[config.mk]
export PLATFORM = sky130hd
export DESIGN_NAME = sndgen_voices_flat
export DESIGN_NICKNAME = d
export VERILOG_FILES = /design/src/rtl/sndgen_voices_if.sv /design/src/rtl/sndgen_voices.sv /design/src/flat_wrapper.sv
export SDC_FILE = /design/constraint.sdc
export NUM_CORES = 1
export LEC_CHECK = 0
export CAP_MARGIN = 20
export CORE_MARGIN = 5
export CORE_UTILIZATION = 45
export CTS_BUF_LIST = sky130_fd_sc_hd__clkbuf_16
export CTS_CLUSTER_SIZE = 8
export DETAILED_ROUTE_END_ITERATION = 7
export PLACE_DENSITY_LB_ADDON = 0.15
export SLEW_MARGIN = 30
export SYNTH_ARGS = -nofsm -noshare
export SYNTH_HDL_FRONTEND = slang
export SYNTH_SLANG_ARGS = --single-unit
export TNS_END_PERCENT = 30
[constraint.sdc]
create_clock -name clk_i -period 6.1 [get_ports clk_i]
set_clock_uncertainty 0.05 [all_clocks]
set_input_delay 0.915 -clock clk_i [delete_from_list [all_inputs] [get_ports clk_i]]
set_output_delay 0.915 -clock clk_i [all_outputs]
set_load 0.1 [all_outputs]
[src/rtl/sndgen_voices_if.sv]
// Bundle of the sound generator's frame strobe, voice configuration port and
// mixed/per-voice outputs.
//   sample_ena : one-cycle frame strobe
//   cfg_we     : write strobe for voice cfg_voice (note, mode, vol, hold)
//   sample     : registered mix of all voice levels (4 + log2(NumVoices) bits)
//   voice_o    : registered per-voice levels, voice i at [4i +: 4]
//   busy       : frame processing in progress
// master drives the strobe and configuration, slave is the generator.
interface sndgen_voices_if #(
  parameter int unsigned NumVoices = 4
);
  localparam int unsigned ViW  = $clog2(NumVoices);
  localparam int unsigned SumW = 4 + ViW;

  logic                   sample_ena;
  logic                   cfg_we;
  logic [ViW-1:0]         cfg_voice;
  logic [3:0]             cfg_note;
  logic [1:0]             cfg_mode;
  logic [3:0]             cfg_vol;
  logic                   cfg_hold;
  logic [SumW-1:0]        sample;
  logic [4*NumVoices-1:0] voice_o;
  logic                   busy;

  modport master (
    output sample_ena, cfg_we, cfg_voice, cfg_note, cfg_mode, cfg_vol, cfg_hold,
    input  sample, voice_o, busy
  );

  modport slave (
    input  sample_ena, cfg_we, cfg_voice, cfg_note, cfg_mode, cfg_vol, cfg_hold,
    output sample, voice_o, busy
  );
endinterface

[src/rtl/sndgen_voices.sv]
// Multi-voice sound generator. Each voice has a note (phase increment), a waveform
// (off/square/saw/noise) and a 4-bit envelope with optional linear decay. After an
// accepted sample_ena strobe the voices are processed one per clock and summed into
// one unsigned sample.
// Ports:
//   clk_i  : system clock
//   rst_i  : synchronous, active-high reset
//   snd_io : sndgen_voices_if slave (strobe, voice config write port, sample/voice_o/busy)
module sndgen_voices #(
  parameter int unsigned SampleRate = 16384,
  parameter int unsigned NumVoices  = 4,
  parameter int unsigned DecayShift = 11
) (
  input  logic           clk_i,
  input  logic           rst_i,
  sndgen_voices_if.slave snd_io
);
  localparam int unsigned PhW  = $clog2(SampleRate);
  localparam int unsigned ViW  = $clog2(NumVoices);
  localparam int unsigned SumW = 4 + ViW;

  typedef enum logic [0:0] {StIdle, StRun} state_e;

  // Phase increment per frame; frame rate equals SampleRate so this is the note in Hz.
  function automatic logic [8:0] note_inc(input logic [3:0] note);
    logic [8:0] inc;
    case (note)
      4'd1:    inc = 9'd262;
      4'd2:    inc = 9'd277;
      4'd3:    inc = 9'd294;
      4'd4:    inc = 9'd311;
      4'd5:    inc = 9'd330;
      4'd6:    inc = 9'd349;
      4'd7:    inc = 9'd370;
      4'd8:    inc = 9'd392;
      4'd9:    inc = 9'd415;
      4'd10:   inc = 9'd440;
      4'd11:   inc = 9'd466;
      4'd12:   inc = 9'd494;
      default: inc = 9'd0;
    endcase
    return inc;
  endfunction

  state_e                 state_q, state_d;
  logic [ViW-1:0]         vidx_q, vidx_d;
  logic [SumW-1:0]        acc_q, acc_d;
  logic [SumW-1:0]        sample_q, sample_d;
  logic [4*NumVoices-1:0] voice_q, voice_d;
  logic [DecayShift-1:0]  frame_q, frame_d;
  logic                   tick_q, tick_d;
  logic [15:0]            lfsr_q, lfsr_d;

  logic [PhW-1:0] phase_q [NumVoices];
  logic [PhW-1:0] phase_d [NumVoices];
  logic [3:0]     env_q   [NumVoices];
  logic [3:0]     env_d   [NumVoices];
  logic [3:0]     note_q  [NumVoices];
  logic [3:0]     note_d  [NumVoices];
  logic [1:0]     mode_q  [NumVoices];
  logic [1:0]     mode_d  [NumVoices];
  logic           hold_q  [NumVoices];
  logic           hold_d  [NumVoices];

  // Level of the voice selected by vidx_q, from pre-edge register values.
  logic [8:0]      cur_inc;
  logic [PhW-1:0]  cur_phase;
  logic [1:0]      cur_mode;
  logic [3:0]      cur_env;
  logic [3:0]      cur_wave;
  logic [7:0]      cur_prod;
  logic [3:0]      cur_level;
  logic [SumW-1:0] acc_sum;

  always_comb begin
    cur_inc   = note_inc(note_q[vidx_q]);
    cur_phase = phase_q[vidx_q];
    cur_mode  = mode_q[vidx_q];
    cur_env   = env_q[vidx_q];
    unique case (cur_mode)
      2'd1:    cur_wave = cur_phase[PhW-1] ? 4'hf : 4'h0;
      2'd2:    cur_wave = cur_phase[PhW-1 -: 4];
      2'd3:    cur_wave = lfsr_q[3:0];
      default: cur_wave = 4'h0;
    endcase
    cur_prod  = {4'd0, cur_wave} * {4'd0, cur_env};
    cur_level = (cur_mode == 2'd0 || cur_inc == 9'd0) ? 4'h0 : cur_prod[7:4];
    acc_sum   = acc_q + SumW'(cur_level);
  end

  always_comb begin
    state_d  = state_q;
    vidx_d   = vidx_q;
    acc_d    = acc_q;
    sample_d = sample_q;
    voice_d  = voice_q;
    frame_d  = frame_q;
    tick_d   = tick_q;
    phase_d  = phase_q;
    env_d    = env_q;
    note_d   = note_q;
    mode_d   = mode_q;
    hold_d   = hold_q;
    lfsr_d   = lfsr_q[15] ? ({lfsr_q[14:0], 1'b1} ^ 16'h0805) : {lfsr_q[14:0], 1'b0};

    unique case (state_q)
      StIdle: begin
        if (snd_io.sample_ena) begin
          state_d = StRun;
          vidx_d  = '0;
        end
      end
      StRun: begin
        voice_d[{vidx_q, 2'b00} +: 4] = cur_level;
        phase_d[vidx_q] = (cur_mode == 2'd0) ? '0 : cur_phase + PhW'(cur_inc);
        if (tick_q && !hold_q[vidx_q] && cur_env != 4'd0) begin
          env_d[vidx_q] = cur_env - 4'd1;
        end
        if (vidx_q == ViW'(NumVoices - 1)) begin
          sample_d = acc_sum;
          acc_d    = '0;
          state_d  = StIdle;
          frame_d  = frame_q + 1'b1;
          // Counter is about to wrap to 0: the next frame decays.
          tick_d   = &frame_q;
        end else begin
          acc_d  = acc_sum;
          vidx_d = vidx_q + 1'b1;
        end
      end
      default: state_d = StIdle;
    endcase

    // Config write overrides any same-edge processing update of that voice.
    if (snd_io.cfg_we) begin
      note_d[snd_io.cfg_voice]  = snd_io.cfg_note;
      mode_d[snd_io.cfg_voice]  = snd_io.cfg_mode;
      hold_d[snd_io.cfg_voice]  = snd_io.cfg_hold;
      env_d[snd_io.cfg_voice]   = snd_io.cfg_vol;
      phase_d[snd_io.cfg_voice] = '0;
    end
  end

  always_ff @(posedge clk_i) begin
    if (rst_i) begin
      state_q  <= StIdle;
      vidx_q   <= '0;
      acc_q    <= '0;
      sample_q <= '0;
      voice_q  <= '0;
      frame_q  <= '0;
      tick_q   <= 1'b0;
      lfsr_q   <= 16'hdead;
      for (int i = 0; i < NumVoices; i++) begin
        phase_q[i] <= '0;
        env_q[i]   <= '0;
        note_q[i]  <= '0;
        mode_q[i]  <= '0;
        hold_q[i]  <= 1'b0;
      end
    end else begin
      state_q  <= state_d;
      vidx_q   <= vidx_d;
      acc_q    <= acc_d;
      sample_q <= sample_d;
      voice_q  <= voice_d;
      frame_q  <= frame_d;
      tick_q   <= tick_d;
      lfsr_q   <= lfsr_d;
      phase_q  <= phase_d;
      env_q    <= env_d;
      note_q   <= note_d;
      mode_q   <= mode_d;
      hold_q   <= hold_d;
    end
  end

  assign snd_io.sample  = sample_q;
  assign snd_io.voice_o = voice_q;
  assign snd_io.busy    = (state_q == StRun);
endmodule

[src/flat_wrapper.sv]
// flat-port wrapper written by rule: the top's interface ports become plain ports
module sndgen_voices_flat 
#(
  parameter int unsigned SampleRate = 16384,
  parameter int unsigned NumVoices  = 4,
  parameter int unsigned DecayShift = 11
)
  (clk_i, rst_i, snd_io_sample_ena, snd_io_cfg_we, snd_io_cfg_voice, snd_io_cfg_note, snd_io_cfg_mode, snd_io_cfg_vol, snd_io_cfg_hold, snd_io_sample, snd_io_voice_o, snd_io_busy);
  sndgen_voices_if #(.NumVoices(NumVoices)) snd_io_i ();
  input  logic clk_i;
  input  logic rst_i;
  input wire logic [$bits(snd_io_i.sample_ena)-1:0] snd_io_sample_ena;
  input wire logic [$bits(snd_io_i.cfg_we)-1:0] snd_io_cfg_we;
  input wire logic [$bits(snd_io_i.cfg_voice)-1:0] snd_io_cfg_voice;
  input wire logic [$bits(snd_io_i.cfg_note)-1:0] snd_io_cfg_note;
  input wire logic [$bits(snd_io_i.cfg_mode)-1:0] snd_io_cfg_mode;
  input wire logic [$bits(snd_io_i.cfg_vol)-1:0] snd_io_cfg_vol;
  input wire logic [$bits(snd_io_i.cfg_hold)-1:0] snd_io_cfg_hold;
  output wire logic [$bits(snd_io_i.sample)-1:0] snd_io_sample;
  output wire logic [$bits(snd_io_i.voice_o)-1:0] snd_io_voice_o;
  output wire logic [$bits(snd_io_i.busy)-1:0] snd_io_busy;
  assign snd_io_i.sample_ena = snd_io_sample_ena;
  assign snd_io_i.cfg_we = snd_io_cfg_we;
  assign snd_io_i.cfg_voice = snd_io_cfg_voice;
  assign snd_io_i.cfg_note = snd_io_cfg_note;
  assign snd_io_i.cfg_mode = snd_io_cfg_mode;
  assign snd_io_i.cfg_vol = snd_io_cfg_vol;
  assign snd_io_i.cfg_hold = snd_io_cfg_hold;
  assign snd_io_sample = snd_io_i.sample;
  assign snd_io_voice_o = snd_io_i.voice_o;
  assign snd_io_busy = snd_io_i.busy;
  sndgen_voices #(.SampleRate(SampleRate), .NumVoices(NumVoices), .DecayShift(DecayShift)) u_core (.clk_i(clk_i), .rst_i(rst_i), .snd_io(snd_io_i));
endmodule
=== After elaboration in Yosys (flattened, before gate mapping) ===
Memories as Yosys holds them, arrays and structs flattened.
Cells that the tools add are included.

* Order comparisons: 4
* Muxes and demuxes: 51
* $add $sub $neg: 6
* Eq/ne operators: 6
* Shift operators: 2
* Bitwise gates (word level): 6
* Reduce and logical (&&, ||, !) cells: 12
* $mul: 1

{| class="wikitable"
|+ Operators by type and width
! operator !! number
|-
| $mux W56 || 2
|-
| $mux W14 || 5
|-
| $bwmux W16 || 4
|-
| $and A56 B56 Y56 || 1
|-
| $bwmux W56 || 1
|-
| $demux W14 S2 || 2
|-
| $not A56 Y56 || 1
|-
| $mux W16 || 3
|-
| $mux W4 || 8
|-
| $bmux W14 S2 || 1
|-
| $bmux W4 S2 || 2
|-
| $demux W4 S2 || 2
|-
| $shift A4 B6 Y16 const A || 1
|-
| $shiftx A4 B6 Y16 || 1
|-
| $add A14 B9 Y14 || 1
|-
| $mux W12 || 1
|-
| $pmux W4 S3 || 1
|-
| $add A11 B1 Y11 const B || 1
|-
| $reduce_and A11 Y1 || 1
|-
| $mux W2 || 5
|-
| $logic_not A9 Y1 || 1
|-
| $bwmux W8 || 1
|-
| $mul A4 B4 Y8 || 1
|-
| $add A6 B4 Y6 || 1
|-
| 26 further kinds || 40
|}

* Input bits: 17
* Register bits: 159
* Output and inout bits: 23
* Word-level logic and storage cells: 117
* Memory bits (read-only): 144
* Memories: 1

{| class="wikitable"
|+ Memories
! name !! depth !! bits a word !! rd ports !! clocked after memory_dff !! wr ports !! line !! source
|-
| (name not given) || 16 || 9 || 1 || 0 || 0 || sndgen_voices.sv:27 || <nowiki>case (note)</nowiki>
|}

=== Depth between registers and ports, before layout ===
* Depth in word-level cells: 11
* Gate-level depth with buffers: 25
* Depth with buffers taken out: 23

=== Least setup slack after synthesis ===
OpenSTA, ideal clock, no wires.

* Path kind: register to register
* From: register u_core.vidx_q[1]
* To: register u_core.acc_q[5]
* Buffers on the path: 2
* Setup time: 128 ps
* Arrival: 5305 ps
* Clock period less this slack: 5483 ps
* Cell stages (with the launch flop): 25
* Data required time: 5922 ps
* Slack: 617 ps
* Cell sequence: dfxtp_1 > clkbuf_8 > clkbuf_1 > mux4_2 > mux2_2 > a21o_1 > nand2_1 > fa_1 > fa_1 > inv_1 > ha_1 > and3_2 > a41oi_2 > and2b_2 > nor2_1 > xnor2_1 > and2_1 > ha_1 > a21oi_1 > nor2b_1 > o21ai_0 > xor2_1 > nor2_1 > mux2i_1 > nor2_1

* Longest elaborated chain between the ends: 10
* Elaborated cells on any way between the ends: 27
* Those cells by class: add/sub (1); mul (1); eq/ne (4); mux (16); bitwise (1); reduce/logical (3); memory (1)

{| class="wikitable"
|+ RTL lines
! what !! line !! source
|-
| from (decl) || sndgen_voices.sv:46 || <nowiki>logic [ViW-1:0] vidx_q, vidx_d;</nowiki>
|-
| from (signal assigned) || sndgen_voices.sv:163 || <nowiki>vidx_q <= vidx_d;</nowiki>
|-
| $not A2 Y3 (implied by the code) || n/a ||
|-
| $bmux W2 S2 (tied with other cells) || sndgen_voices.sv:78 || <nowiki>cur_mode = mode_q[vidx_q];</nowiki>
|-
| $mux W2 (implied by the code) (tied with other cells) (2 in series) || sndgen_voices.sv:78 ||
|-
| $eq A2 B2 Y1 (tied with other cells) || sndgen_voices.sv:80 || <nowiki>unique case (cur_mode)</nowiki>
|-
| $pmux W4 S3 or $logic_not A9 Y1 (tied branches) || sndgen_voices.sv:80, sndgen_voices.sv:87 ||
|-
| $mul A4 B4 Y8 or $logic_or A1 B1 Y1 (tied branches) || sndgen_voices.sv:86, sndgen_voices.sv:87 ||
|-
| $mux W4 || sndgen_voices.sv:87 || <nowiki>cur_level = (cur_mode == 2'd0 || cur_inc == 9'd0) ? 4'h0 : cur_prod[7:4];</nowiki>
|-
| $add A6 B4 Y6 || sndgen_voices.sv:88 || <nowiki>acc_sum = acc_q + SumW'(cur_level);</nowiki>
|-
| $mux W6 (*) || sndgen_voices.sv:119 || <nowiki>if (vidx_q == ViW'(NumVoices - 1)) begin</nowiki>
|-
| to (signal assigned) || sndgen_voices.sv:148 || <nowiki>acc_q <= '0;</nowiki>
|-
| to (signal assigned) || sndgen_voices.sv:164 || <nowiki>acc_q <= acc_d;</nowiki>
|-
| to (decl) || sndgen_voices.sv:47 || <nowiki>logic [SumW-1:0] acc_q, acc_d;</nowiki>
|}

Every way passes the cells marked *; elsewhere a longest branch is shown, timed or not. The select of a mux whose other input is x is not followed.
A chain may end at the register's enable or synchronous reset.

=== Worst setup path in the final report ===
* From: register u_core.vidx_q[0]
* To: register u_core.acc_q[5]

The elaborated chain is that of the path after synthesis.

==> run summary <==
Initial antenna violation count -> 0
First-pass DRT Iterations -> 5
CP Capture Type -> register
# fillers -> 1702
Ranking of synthesized cells by area -> dfxtp_1 (39%), nand2_1 (8.0%), mux4_2 (5.7%), a21oi_1 (5.3%), ha_1 (5.3%)
Design Area, Final -> 9336 um2
Commonest non-fill, non-tap cell in the layout -> nand2_1
Maximum capacitance violations -> 0
Antenna Violating Nets Remaining -> 0
Hold slack -> 0.3563 ns
Worst r2r src -> u_core.vidx_q[0]$_SDFFE_PP0P_
Htree depth -> 4
Die H -> 145.4 um
I/O pins -> 40
CTS tree -> done
Die ar. -> 21140 um2
Synthesis-to-finish area growth -> 13.20%
Seq/Total Area, Yosys -> 0.3859
Share of the synthesized area in the top cell type -> 0.3859
Starting Density -> 0.4576
RR Endpoint -> u_core.acc_q[5]$_SDFFE_PP0P_
CP Launch Type -> register
Clk Latency, worst-skew pair -> 0.43 ns
Residual DRC -> 0
Post-synth ARST share -> 0
Core area -> 18020 um2
Synth Instances -> 957
Critical Path AT -> 5.90 ns
HP Class -> reg -> reg
Dpl cell area -> 8727 um2
Part of the cycle the worst path needs -> 0.9272
Slew margin rel. -> 0.3391
CTS Buf Count -> 17
Crit path kind -> reg -> reg
Vias per inst -> 5.566
Reg2Reg Depth -> 22
PnR Total Power -> 2345 uW
Synth cell types -> 57
Clock sink count -> 159
Clock transition at path regs -> 0.06 ns
CP bufs+invs -> 1
Slew Limit Fails -> 0
Tmin final -> 5.656 ns
CP top delay family -> adder cells
RSZ-0062 raised after global routing -> false
Pwr/cell area -> 251.2 nW/um2
Nets@finish -> 1030
Synthesized area per cell -> 8.619 um2
CP dominant cell by count -> nor2_1
Number of global-route vias before repair -> 6267
Synthesized area -> 8248 um2
Static Leak -> 0.003498 uW
Fmax -> 176.8 MHz
Deepest clock path buffer count -> 2
Endpoints failing hold -> 0
Num rows -> 49
Commonest cells after routing, fill and taps aside -> nand2_1 (176), dfxtp_1 (158), a21oi_1 (88), nor2_1 (80), nand3_1 (44)
YS warnings -> 0
Post-layout util -> 0.5180
Antenna diodes -> 0
CTS root buffer -> clkbuf_16
Worst EP required -> 6.34 ns
Crit-path max cell delay -> 0.65 ns
Layout cells sized above 1 -> 0.1025
Final wirelength -> 20760 um
Critical path peak fanout -> 11
Ys flop type -> dfxtp_1
Grt ovf -> 0
Largest net degree at the start of global routing -> 69
GRT Util Overall -> 0.1941
Initial DRC count -> 401
Outcome -> completed
Number of synthesized flops with an enable pin -> 0
Hold Buf Count CTS -> 0
Yosys top cell by area -> dfxtp_1
Hpwl dp -> 13870 um
Multi-input combinational cell area -> 4669 um2
Critical-path top delay cell -> mux4_2
Synthesized net count -> 1014
Routed length per instance -> 17.10 um
First-pass GRT wire length -> 33420 um
Vias -> 6757
Worst-Margin Slew -> 0.9883 ns
Worst hold endpoint -> u_core.lfsr_q[7]$_SDFF_PP1_
Peak VDD IR -> 0.2038 mV
Seq cells post-synth -> 159
Final Setup Violations -> 0
Flop2flop setup slack -> 0.44 ns
Die X -> 145.4 um
Hold_sp -> u_core.lfsr_q[6]$_SDFF_PP0_
Final GP Congestion -> 0.8339
WHS Path Cells -> 1
Register area -> 3187 um2
CP cell instances -> mux4_2 -> mux2_2 -> a21o_1 -> nand2_1 -> fa_1 -> fa_1 -> inv_1 -> ha_1 -> and3_2 -> a41oi_2 -> and2b_2 -> nor2_1 -> xnor2_2 -> and2_1 -> ha_1 -> a21oi_1 -> nor2b_1 -> o21ai_0 -> xor2_1 -> nor2_1 -> mux2i_1 -> nor2_1
Total Neg Setup Slack -> 0 ns
IO buf count -> 39
-- cells in the mapped netlist, drive strengths merged (13+ instances only) --
library cell  number
or4               18
nand4             15
ha                35
a21oi             90
mux2i             19
dfxtp            159
xnor2             13
clkbuf            50
nand3             44
o21ai             30
nand2            177
nor2              80
nor3              13
mux4              24
inv               28
o211ai            17
-- what timing repair did --
| action | 4_1_cts | 5_1_grt |
|---|---|---|
| buffers inserted | 0 | 1 |
| setup endpoints to repair | 0 | 2 |
| resized for setup | 0 | 4 |
-- per-stage QoR --
step	worst slack, ns	instances
floorplan	0.6175	957
global placement	0.3246	1182
detailed placement	0.2436	1182
CTS	0.2416	1213
global route	0.03761	1214
finish	0.4440	1214
-- registers in the layout, summed over array words and instances (netlist names) --
signal and cells:
u_core.env_q 16, u_core.tick_q 1, u_core.lfsr_q 16, u_core.note_q 16
u_core.hold_q 4, u_core.snd_io.voice_o 16, u_core.snd_io.busy 1, u_core.acc_q 6
u_core.vidx_q 2, u_core.phase_q 56, u_core.mode_q 8, u_core.frame_q 11
u_core.snd_io.sample 6
-- cells by family after synthesis --
kind of cell    Yosys count  share of synthesized area
buf+inv                  84                    0.04900
mux                      53                     0.1036
fa+ha+maj                40                    0.06523
xor+xnor                 25                    0.02655
compound gates          174                     0.1291
flops                   159                     0.3859
simple gates            422                     0.2406
-- routing by layer --
metal	vias to the layer above	routed length, um	GRT usage
met5	-	0	0
met1	3208	9796	0.2712
met3	21	1030	0.04111
met2	155	9573	0.3063
met4	0	361	0.05317
li1	3373	-	-
-- power breakdown --
part	switching [uW]	internal [uW]
sequential	13.9	1060
clock	448	642
combinational	122	63.6
total	583	1760
-- area by class of cell --
| class | instances | share of cell area |
|---|---|---|
| flip-flops and latches | 159 | 0.3413 |
| multi-input cells | 714 | 0.5001 |
| repair buffers | 53 | 0.05320 |
| clock buffers | 17 | 0.04556 |
| well taps | 229 | 0.03069 |
| clock inverters | 14 | 0.01782 |
| inverters | 28 | 0.01126 |
-- how the worst max path moves through the flow --
stage / startpoint / endpoint / slack (ns) / cells past startpoint
after floorplan: u_core.vidx_q[1]$_SDFFE_PP0P_ / u_core.acc_q[5]$_SDFFE_PP0P_ / 0.62 / 24
after global placement: u_core.vidx_q[0]$_SDFFE_PP0P_ / u_core.acc_q[5]$_SDFFE_PP0P_ / 0.32 / 22
after detailed placement: u_core.vidx_q[0]$_SDFFE_PP0P_ / u_core.acc_q[5]$_SDFFE_PP0P_ / 0.24 / 22
after CTS: u_core.vidx_q[0]$_SDFFE_PP0P_ / u_core.acc_q[5]$_SDFFE_PP0P_ / 0.24 / 22
after global routing: u_core.vidx_q[0]$_SDFFE_PP0P_ / u_core.acc_q[5]$_SDFFE_PP0P_ / 0.04 / 22
final: u_core.vidx_q[0]$_SDFFE_PP0P_ / u_core.acc_q[5]$_SDFFE_PP0P_ / 0.44 / 22
Note: power is estimated with default switching activity, not from simulation.
